<file path="config.mk">
export PLATFORM = sky130hd
export DESIGN_NAME = timer_multi_wb
export DESIGN_NICKNAME = d
export VERILOG_FILES = /design/src/rtl/timer_multi_pkg.sv /design/src/rtl/timer_multi_ch.sv /design/src/rtl/timer_multi_wb.sv
export SDC_FILE = /design/constraint.sdc
export NUM_CORES = 1
export LEC_CHECK = 0
export BUFFER_PORTS_ARGS = -buffer_cell sky130_fd_sc_hd__buf_2
export CORE_AREA = 2 2 282 284
export DETAILED_ROUTE_END_ITERATION = 7
export DIE_AREA = 0 0 284 286
export GPL_ROUTABILITY_DRIVEN = 0
export GPL_TIMING_DRIVEN = 0
export PLACE_DENSITY = 0.5
export RECOVER_POWER = 100
export SYNTH_ARGS = -nofsm -noshare
export SYNTH_HDL_FRONTEND = slang
export SYNTH_SLANG_ARGS = --single-unit
</file>
<file path="constraint.sdc">
create_clock -name clk -period 4.8 [get_ports clk]
set_input_delay 0 -clock clk [delete_from_list [all_inputs] [get_ports clk]]
set_output_delay 0 -clock clk [all_outputs]
set_load 0.01 [all_outputs]
</file>
<file path="src/rtl/timer_multi_pkg.sv">
// ---------------------------------------------------------------------------
// timer_multi_pkg
// Shared constants for the multi-channel Wishbone timer: per-channel register
// offsets (selected by wb_addr[1:0]), CSR bit positions and mode encoding.
// ---------------------------------------------------------------------------
package timer_multi_pkg;

    // Register offsets inside one channel's 4-word window
    localparam logic [1:0] REG_CSR     = 2'd0;
    localparam logic [1:0] REG_LOAD    = 2'd1;
    localparam logic [1:0] REG_RELOAD  = 2'd2;
    localparam logic [1:0] REG_COUNTER = 2'd3;

    // CSR bit positions
    localparam int CSR_EN    = 0;
    localparam int CSR_MODE  = 1;
    localparam int CSR_EV    = 2;
    localparam int CSR_EV_EN = 3;
    localparam int CSR_ST    = 4;
    localparam int CSR_W     = 5;

    // CSR.mode encoding
    localparam logic MODE_PERIODIC = 1'b0;
    localparam logic MODE_ONESHOT  = 1'b1;

endpackage

</file>
<file path="src/rtl/timer_multi_ch.sv">
// ---------------------------------------------------------------------------
// timer_multi_ch
// One timer channel: CSR/LOAD/RELOAD registers, the down-counter and the
// sticky event flag.
//
// Build option: TIMER_MULTI_WB_IRQ_EN -- when defined the ev_en mask bit
// exists and irq_req = ev & ev_en; otherwise ev_en reads 0 and irq_req is 0.
//
// Ports:
//   clk, rst            clock, synchronous active-high reset
//   tick                one-cycle prescaler pulse
//   we_csr/we_load/we_reload  register write strobes (one cycle)
//   wdata               write data (bits above CNT_W are discarded)
//   csr_val             CSR readback {st, ev_en, ev, mode, en}
//   load_val, reload_val, cnt_val  register / counter readback
//   irq_req             ev & ev_en
// ---------------------------------------------------------------------------
module timer_multi_ch
    import timer_multi_pkg::*;
#(
    parameter int CNT_W = 32
) (
    input  logic              clk,
    input  logic              rst,
    input  logic              tick,
    input  logic              we_csr,
    input  logic              we_load,
    input  logic              we_reload,
    input  logic [31:0]       wdata,
    output logic [CSR_W-1:0]  csr_val,
    output logic [CNT_W-1:0]  load_val,
    output logic [CNT_W-1:0]  reload_val,
    output logic [CNT_W-1:0]  cnt_val,
    output logic              irq_req
);

    logic             en;
    logic             mode;
    logic             ev;
    logic             ev_en;
    logic [CNT_W-1:0] load_r;
    logic [CNT_W-1:0] reload_r;
    logic [CNT_W-1:0] cnt;

    logic cnt_zero;
    logic zero_ev;
    logic start;
    logic en_after;

    assign cnt_zero = (cnt == '0);
    assign zero_ev  = tick & en & cnt_zero;
    // en 0->1 write: load LOAD regardless of where the prescaler is
    assign start    = we_csr & wdata[CSR_EN] & ~en;
    // value en will hold after this edge if only the bus acted on it
    assign en_after = we_csr ? wdata[CSR_EN] : en;

    always_ff @(posedge clk) begin
        if (rst) begin
            en       <= 1'b0;
            mode     <= MODE_PERIODIC;
            ev       <= 1'b0;
            load_r   <= '0;
            reload_r <= '0;
            cnt      <= '0;
        end else begin
            if (we_load)   load_r   <= wdata[CNT_W-1:0];
            if (we_reload) reload_r <= wdata[CNT_W-1:0];
            if (we_csr) begin
                en   <= wdata[CSR_EN];
                mode <= wdata[CSR_MODE];
            end

            // A new event beats a simultaneous write-1 clear
            ev <= zero_ev | (ev & ~(we_csr & wdata[CSR_EV]));

            if (start) begin
                cnt <= load_r;
            end else if (tick && en) begin
                if (!cnt_zero) begin
                    cnt <= cnt - CNT_W'(1);
                end else if (en_after) begin
                    // reload_r is the pre-write value here, so a RELOAD write
                    // landing on the event edge only affects the next period.
                    if (mode == MODE_PERIODIC) cnt <= reload_r;
                    // one-shot stop; a concurrent CSR write keeps its own en
                    else if (!we_csr) en <= 1'b0;
                end
            end
        end
    end

`ifdef TIMER_MULTI_WB_IRQ_EN
    always_ff @(posedge clk) begin
        if (rst)         ev_en <= 1'b0;
        else if (we_csr) ev_en <= wdata[CSR_EV_EN];
    end
    assign irq_req = ev & ev_en;
`else
    assign ev_en   = 1'b0;
    assign irq_req = 1'b0;
`endif

    // Not every wdata bit is stored (width, RO bits, build option)
    logic unused_wdata;
    assign unused_wdata = ^wdata;

    always_comb begin
        csr_val            = '0;
        csr_val[CSR_EN]    = en;
        csr_val[CSR_MODE]  = mode;
        csr_val[CSR_EV]    = ev;
        csr_val[CSR_EV_EN] = ev_en;
        csr_val[CSR_ST]    = ~cnt_zero;
    end

    assign load_val   = load_r;
    assign reload_val = reload_r;
    assign cnt_val    = cnt;

endmodule

</file>
<file path="src/rtl/timer_multi_wb.sv">
// ---------------------------------------------------------------------------
// timer_multi_wb
// N_CH-channel microsecond timer on Wishbone. One free-running prescaler
// produces a tick every PRESCALE clocks; each channel is a timer_multi_ch.
//
// Build option: TIMER_MULTI_WB_IRQ_EN -- defined: irq is the registered OR of
// every channel's ev & ev_en; undefined: irq is tied to 0.
//
// Ports:
//   clk, rst     clock, synchronous active-high reset
//   wb_addr      [1:0] register select, upper bits channel select
//   wb_rdata     registered read data, non-zero only in the ack cycle
//   wb_wdata     write data
//   wb_we        write enable
//   wb_cyc       cycle strobe
//   wb_ack       registered acknowledge, one cycle per access
//   irq          level interrupt
// ---------------------------------------------------------------------------
module timer_multi_wb
    import timer_multi_pkg::*;
#(
    parameter int N_CH     = 4,
    parameter int PRESCALE = 24,
    parameter int CNT_W    = 32
) (
    input  logic                    clk,
    input  logic                    rst,
    input  logic [$clog2(N_CH)+1:0] wb_addr,
    output logic [31:0]             wb_rdata,
    input  logic [31:0]             wb_wdata,
    input  logic                    wb_we,
    input  logic                    wb_cyc,
    output logic                    wb_ack,
    output logic                    irq
);

    localparam int AW = $clog2(N_CH) + 2;
    localparam int PW = $clog2(PRESCALE);

    // Prescaler: free-running, first tick PRESCALE cycles after reset
    logic [PW-1:0] pre_cnt;
    logic          tick;

    assign tick = (pre_cnt == PW'(PRESCALE - 1));

    always_ff @(posedge clk) begin
        if (rst || tick) pre_cnt <= '0;
        else             pre_cnt <= pre_cnt + PW'(1);
    end

    // Address decode; writes commit on the edge that ends the ack cycle
    logic [1:0]    reg_sel;
    logic [AW-1:0] ch_sel;
    logic          wr_strobe;

    assign reg_sel   = wb_addr[1:0];
    assign ch_sel    = wb_addr >> 2;
    assign wr_strobe = wb_cyc & wb_we & wb_ack;

    logic [CSR_W-1:0] csr_v    [N_CH];
    logic [CNT_W-1:0] load_v   [N_CH];
    logic [CNT_W-1:0] reload_v [N_CH];
    logic [CNT_W-1:0] cnt_v    [N_CH];
    logic [N_CH-1:0]  irq_v;

    for (genvar i = 0; i < N_CH; i++) begin : g_ch
        logic ch_wr;
        assign ch_wr = wr_strobe & (ch_sel == AW'(i));

        timer_multi_ch #(.CNT_W(CNT_W)) u_ch (
            .clk        (clk),
            .rst        (rst),
            .tick       (tick),
            .we_csr     (ch_wr && (reg_sel == REG_CSR)),
            .we_load    (ch_wr && (reg_sel == REG_LOAD)),
            .we_reload  (ch_wr && (reg_sel == REG_RELOAD)),
            .wdata      (wb_wdata),
            .csr_val    (csr_v[i]),
            .load_val   (load_v[i]),
            .reload_val (reload_v[i]),
            .cnt_val    (cnt_v[i]),
            .irq_req    (irq_v[i])
        );
    end

    // Read mux; channels beyond N_CH-1 fall through to 0
    logic [31:0] rd_mux;

    always_comb begin
        rd_mux = '0;
        for (int i = 0; i < N_CH; i++) begin
            if (ch_sel == AW'(i)) begin
                case (reg_sel)
                    REG_CSR:     rd_mux = 32'(csr_v[i]);
                    REG_LOAD:    rd_mux = 32'(load_v[i]);
                    REG_RELOAD:  rd_mux = 32'(reload_v[i]);
                    REG_COUNTER: rd_mux = 32'(cnt_v[i]);
                    default:     rd_mux = '0;
                endcase
            end
        end
    end

    always_ff @(posedge clk) begin
        if (rst) begin
            wb_ack   <= 1'b0;
            wb_rdata <= '0;
        end else begin
            wb_ack   <= wb_cyc & ~wb_ack;
            wb_rdata <= (wb_cyc & ~wb_ack & ~wb_we) ? rd_mux : '0;
        end
    end

`ifdef TIMER_MULTI_WB_IRQ_EN
    always_ff @(posedge clk) begin
        if (rst) irq <= 1'b0;
        else     irq <= |irq_v;
    end
`else
    assign irq = 1'b0;
    logic unused_irq;
    assign unused_irq = |irq_v;
`endif

endmodule

</file>
=== Word-level counts from Yosys, hierarchy flattened ===
Index checks and enable logic that the tools add are counted.

* Register bits: 434
* Bits in latches: 0
* Bits in writable memories: 0
* Memory bits (read-only): 0
* Input bits: 40
* Output and inout bits: 34
* Word-level logic and storage cells: 186
* Memories kept: 0

* Add/sub/neg operators: 5
* $mul: 0
* Div/mod/pow operators: 0
* Order comparisons: 0
* Equal/unequal tests: 15
* Shift-type cells: 0
* Muxes and demuxes: 56
* Bitwise logic cells: 51
* Reduce and logical (&&, ||, !) cells: 32

{| class="wikitable"
|+ Operators by type and width
! cell !! number
|-
| 2-to-1 mux 32 bit || 24
|-
| one-hot mux 32 bit (4 select lines) || 4
|-
| logical NOT 32 bit || 4
|-
| subtractor 32 x 1 -> 32 bit (second input constant) || 4
|-
| bitwise AND 1 bit || 32
|-
| 2-to-1 mux 1 bit || 28
|-
| inequality test 3 bit (second input constant) || 8
|-
| logical AND 1 bit || 16
|-
| NOT 1 bit || 15
|-
| AND reduction 3 bit || 4
|-
| == test 2 bit (second input constant) || 4
|-
| nonzero test 2 bit || 4
|-
| adder 5 x 1 -> 5 bit (second input constant) || 1
|-
| == test 5 bit (second input constant) || 1
|-
| == test 2 x 1 -> 1 bit (second input constant) || 2
|-
| logical NOT 4 bit || 1
|-
| bitwise OR 1 bit || 4
|-
| logical NOT 2 bit || 1
|-
| OR reduction 2 bit || 1
|-
| logical OR 1 bit || 1
|}

=== Longest topological paths before layout ===
* Depth in word-level cells: 10
* Gate-level depth with buffers: 11
* Gate-level depth less buffers: 8

=== Cells and area by module ===
From an unflattened synthesis, not the netlist that was laid out.

* Cells, all modules: 2735
* Area total of the unflattened synthesis: 24797.5 sq um

{| class="wikitable"
|+ Modules (own cells, without submodules)
! module !! instances !! cells an instance !! area an instance (sq um) !! seq. area each (sq um)
|-
| timer_multi_ch || 4 || 568 || 5034.8 || 1981.9
|-
| timer_multi_wb || 1 || 463 || 4658.2 || 760.7
|}

=== Least setup slack after synthesis ===
Ideal clock, no wire load.

* Kind: flip-flop to flip-flop
* Start point: reg g_ch[2].u_ch.cnt[14]
* End point: reg g_ch[2].u_ch.cnt[15]
* Library setup time: 0.124 ns
* Arrival time: 2.771 ns
* Data required time: 4.676 ns
* Setup slack: 1.905 ns
* Stages on the path, launching flop included: 12
* Path buffers: 5
* Clock period less this slack: 2.895 ns
* Cell sequence: dfxtp_1 buf_6 or4_4 buf_6 or3_1 buf_6 or4_4 buf_6 buf_8 o32a_1 o31ai_2 a21oi_2

* Cells in the longest elaborated chain, start to end: 4
* Elaborated cells on any way between the ends: 8
* Classes of those cells: add/sub: 1; eq/ne: 2; mux: 3; reduce/logical: 2

{| class="wikitable"
|+ Ends and longest elaborated chain
! element !! RTL line !! source
|-
| from (decl) || timer_multi_ch.sv:43 || <nowiki>logic [CNT_W-1:0] cnt;</nowiki>
|-
| from (signal assigned) || timer_multi_ch.sv:77 || <nowiki>cnt <= load_r;</nowiki>
|-
| from (signal assigned) || timer_multi_ch.sv:80 || <nowiki>cnt <= cnt - CNT_W'(1);</nowiki>
|-
| from (signal assigned) || timer_multi_ch.sv:84 || <nowiki>if (mode == MODE_PERIODIC) cnt <= reload_r;</nowiki>
|-
| subtractor 32 x 1 -> 32 bit or logical NOT 32 bit (tied branches) || timer_multi_ch.sv:80, timer_multi_ch.sv:50 ||
|-
| 2-to-1 mux 32 bit || timer_multi_ch.sv:79 || <nowiki>if (!cnt_zero) begin</nowiki>
|-
| 2-to-1 mux 32 bit || timer_multi_ch.sv:78 || <nowiki>end else if (tick && en) begin</nowiki>
|-
| 2-to-1 mux 32 bit || timer_multi_ch.sv:76 || <nowiki>if (start) begin</nowiki>
|}

Several ways; a longest one is shown, not always the timed one. The select of a mux whose other input is x is not followed.
A chain may end at the register's enable or synchronous reset.

=== Final worst setup path ===
* Start point: in wb_addr[0]
* End point: reg wb_rdata[30]

* Cells in the longest elaborated chain, start to end: 6
* Elaborated cells on any way between the ends: 12
* Classes of those cells: eq/ne: 3; mux: 8; reduce/logical: 1

{| class="wikitable"
|+ Ends and longest elaborated chain
! element !! RTL line !! source
|-
| from (decl) || timer_multi_wb.sv:28 || <nowiki>input logic [$clog2(N_CH)+1:0] wb_addr,</nowiki>
|-
| == test 2 bit, or another cell as far along || timer_multi_wb.sv:93 || <nowiki>case (reg_sel)</nowiki>
|-
| one-hot mux 32 bit (4 select lines) || timer_multi_wb.sv:93 ||
|-
| 2-to-1 mux 32 bit (3 in a row) || timer_multi_wb.sv:92 || <nowiki>if (ch_sel == AW'(i)) begin</nowiki>
|-
| 2-to-1 mux 32 bit (*) || timer_multi_wb.sv:92 ||
|-
| to (signal assigned) || timer_multi_wb.sv:110 || <nowiki>wb_rdata <= (wb_cyc & ~wb_ack & ~wb_we) ? rd_mux : '0;</nowiki>
|-
| to (decl) || timer_multi_wb.sv:29 || <nowiki>output logic [31:0] wb_rdata,</nowiki>
|}

Mark *: on every way between the ends. The rest lies on a longest branch, timed or not.

==> impl_metrics.tcl <==
set metrics [dict create \
    status "complete, but fails checks" \
    violations "DRC, capacitance limit, slew limit" \
    viasPerCell 5.96 \
    io_buffers 41 \
    syn2layout_area_growth_pct 15.7 \
    root_buffer "clkbuf_16" \
    power_switching_share 0.269 \
    synth.area.mux_share 0.0701 \
    dp_hpwl_mm 89.1 \
    hp-start "wb_addr[3]" \
    grt_usage 0.294 \
    intPower_mw 6.29 \
    cts-buffers-inserted 51 \
    whs_endpoint "g_ch[0].u_ch.cnt_val[26]$_SDFFE_PP0P_" \
    avgRoutedWirePerCell_um 28.9 \
    synth_area_leader_cell "dfxtp_1" \
    core_mm2 0.0784 \
    clockBufferDepth 3 \
    synth.distinct_cells 82 \
    reg2reg_slack_ps 650 \
    synth_edf_count 0 \
    clkPwrFrac 0.504 \
    placementRows 103 \
    clock-skew-final_ps 31.6 \
    grt_max_degree 15 \
    max-slew-margin-rel -0.0504 \
    worstPathMaxFanout 10 \
    async_flop_share 0 \
    peakVddDrop_uv 256 \
    hold_path_class "primary input to flip-flop" \
    timing.rr.end "wb_rdata[4]$_SDFF_PP0_" \
    ant_nets 0 \
    clock_sinks 434 \
    place_area_mm2 0.0249 \
    clock.fmax_mhz 222 \
    nNetsFinal 3224 \
    synthXorXnorAreaFrac 0.0267 \
    syn-num-nets 3090 \
    power_frac_comb 0.075 \
    syn-mean-instance-area_um2 7.66 \
    drc 1 \
    timing.rr.start "g_ch[3].u_ch.cnt_val[5]$_SDFFE_PP0P_" \
    dr.pass1.iters 8 \
    final_util 0.344 \
    ioPinCount 74 \
    die-area_mm2 0.0812 \
    worst_pin_slew_ps 1580 \
    maxSlewViolCount 22 \
    min_period_ps 4510 \
    first_iter_violations 3715 \
    finalCritPeriodShare 0.939 \
    via_count 25400 \
    start_util 0.297 \
    fin_ws_ps 293 \
    cts_tree "done" \
    clock_latency_ps 640 \
    synth-main-ff-cell "dfxtp_1" \
    leakagePower_nw 8.84 \
    grt_pass1_wl_mm 175 \
    synth_fa_ha_area_frac 0.00483 \
    drive_above_1_share 0.0874 \
    finalSetupViolations 0 \
    fin_tns_setup_ps 0 \
    synth.cell_area_mm2 0.0233 \
    synth-seq-cells 434 \
    endpoint_kind "flip-flop" \
    wl_mm 123 \
    yosys-top-cells-area "dfxtp_1, nand2_1, a21oi_1, mux2_2, clkbuf_1" \
    grt_pass1_vias 23200 \
    start_kind "primary input" \
    cp.required_ps 5370 \
    finish.instance_area_mm2 0.0270 \
    antenna_found_initial 12 \
    rsz0062_at_grt "no" \
    seqPwrFrac 0.421 \
    p_sw_mw 2.31 \
    critPathKind "primary input to flip-flop" \
    ys_seq_area_frac 0.373 \
    synth_top_family_by_area "compound AO/OA/AOI/OAI gates" \
    grt_overflow 0 \
    arrival_ps 5070 \
    dp_slack_ps 246 \
    htreeDepth 2 \
    clkTransAtPathRegs_ps 60 \
    cap_violations 3 \
    syn_inst 3041 \
    die_w_um 284 \
    yosys.area.top_type_share 0.373 \
    hold_violations 0 \
    yosys_warnings 0 \
    reg2reg_depth 8 \
    synthSimpleGateAreaFrac 0.225 \
    synth_compound_area_frac 0.244 \
    die_y_um 286 \
    whs_path_depth 6 \
    powerDensity_mw_per_mm2 319 \
]
state kept, by name, summed over array words and instances, names as in the netlist:
signal	flops
g_ch.u_ch.reload_val	128
g_ch.u_ch.ev	4
wb_rdata	32
g_ch.u_ch.mode	4
g_ch.u_ch.en	4
g_ch.u_ch.cnt_val	128
pre_cnt	5
wb_ack	1
g_ch.u_ch.load_val	128
worst max-delay path by stage:
stage | from | endpoint | slack, ps | depth (start not counted)
final | wb_addr[0] | wb_rdata[30]$_SDFF_PP0_ | 290 | 7
after global routing | g_ch[2].u_ch.cnt_val[9]$_SDFFE_PP0P_ | g_ch[2].u_ch.cnt_val[31]$_SDFFE_PP0P_ | 440 | 8
after CTS | wb_addr[0] | wb_rdata[20]$_SDFF_PP0_ | 920 | 7
after detailed placement | wb_addr[0] | wb_rdata[20]$_SDFF_PP0_ | 250 | 7
after global placement | wb_addr[0] | wb_rdata[11]$_SDFF_PP0_ | -80 | 8
after floorplan | g_ch[2].u_ch.cnt_val[14]$_SDFFE_PP0P_ | g_ch[2].u_ch.cnt_val[15]$_SDFFE_PP0P_ | 1910 | 11
cells by family after synthesis:
group / Yosys count
buf+inv: 329
mux: 131
compound gates: 888
other cells: 1
xor+xnor: 71
simple gates: 1178
fa+ha+maj: 9
flops: 434
through the flow:
step                total power [mW]  hold slack (ps)  instances
finish                          8.60             71.0       4268
global route                    8.73             92.1       4264
floorplan                       3.96              141       3041
global placement                4.29              310       4132
CTS                             8.58             28.6       4264
detailed placement              4.29              308       4139
worst max-delay path: stages:
cell,delay (ps)
clkbuf_1,450
clkbuf_1,710
clkbuf_1,1210
clkbuf_1,800
a221oi_1,380
nor4_1,1260
o21a_1,230
Yosys cell counts, types with 11 or more instances:
cell type	count
a211oi_1	16
a21o_1	13
a21oi_1	369
a221o_1	15
a221oi_1	88
a22oi_1	16
a311oi_1	36
a31oi_1	45
buf_1	18
clkbuf_1	242
clkbuf_2	30
dfxtp_1	434
inv_1	27
mux2_2	107
mux4_2	15
nand2_1	733
nand3_1	33
nand4_1	20
nor2_1	132
nor3_1	70
nor4_1	61
o211ai_1	50
o21a_1	20
o21ai_0	129
o221ai_1	11
o31a_1	11
or3_1	33
or4_1	29
xnor2_1	36
xor2_1	35
power groups by stage:
stage               Clock, mW  Combinational, mW  Sequential [mW]
floorplan                   0              0.262             3.70
global placement            0              0.590             3.70
detailed placement          0              0.592             3.70
CTS                      4.34              0.614             3.62
global route             4.47              0.641             3.62
finish                   4.33              0.648             3.62
cell type report:
class | instances | area, um2
multi-input combinational | 2278 | 13300
inverter | 28 | 105
clock inverter | 24 | 368
fill | 8472 | 51400
buffer | 301 | 1220
timing repair buffer | 81 | 532
sequential | 434 | 8690
antenna | 4 | 10.0
clock buffer | 68 | 1440
tap | 1050 | 1310
timing repair:
action	in CTS	in global routing
resized for setup	0	0
setup endpoints to repair	0	0
hold buffers	33	0
hold endpoints to repair	208	0
setup buffers	0	0
cell usage in the layout, fill, tap and decap left out, types with 9 or more instances in the layout:
cell / synthesis / layout
nand2_1: 733 / 733
dfxtp_1: 434 / 434
a21oi_1: 369 / 369
clkbuf_1: 242 / 296
nor2_1: 132 / 132
o21ai_0: 129 / 129
mux2_2: 107 / 107
a221oi_1: 88 / 88
nor3_1: 70 / 69
nor4_1: 61 / 61
clkbuf_16: 0 / 52
o211ai_1: 50 / 50
a31oi_1: 45 / 45
a311oi_1: 36 / 36
xnor2_1: 36 / 36
xor2_1: 35 / 35
nand3_1: 33 / 33
or3_1: 33 / 33
dlygate4sd3_1: 0 / 33
clkbuf_2: 30 / 29
or4_1: 29 / 29
inv_1: 27 / 27
nand4_1: 20 / 20
o21a_1: 20 / 20
a211oi_1: 16 / 16
a22oi_1: 16 / 16
a221o_1: 15 / 15
mux4_2: 15 / 15
buf_2: 4 / 14
a21o_1: 13 / 13
o221ai_1: 11 / 11
o31a_1: 11 / 11
nand2b_1: 9 / 9
and3_1: 9 / 9
mux2i_1: 9 / 9
buf_1: 18 / 9
ha_1: 9 / 9
metal layers:
metal	vias up	track usage	wire length [um]
met5	-	0	43
met4	6	0.186	9390
met3	355	0.0741	13900
met2	1607	0.423	49900
met1	12200	0.391	50200
li1	11300	-	-
No activity file was read; power rests on OpenSTA's default activity.
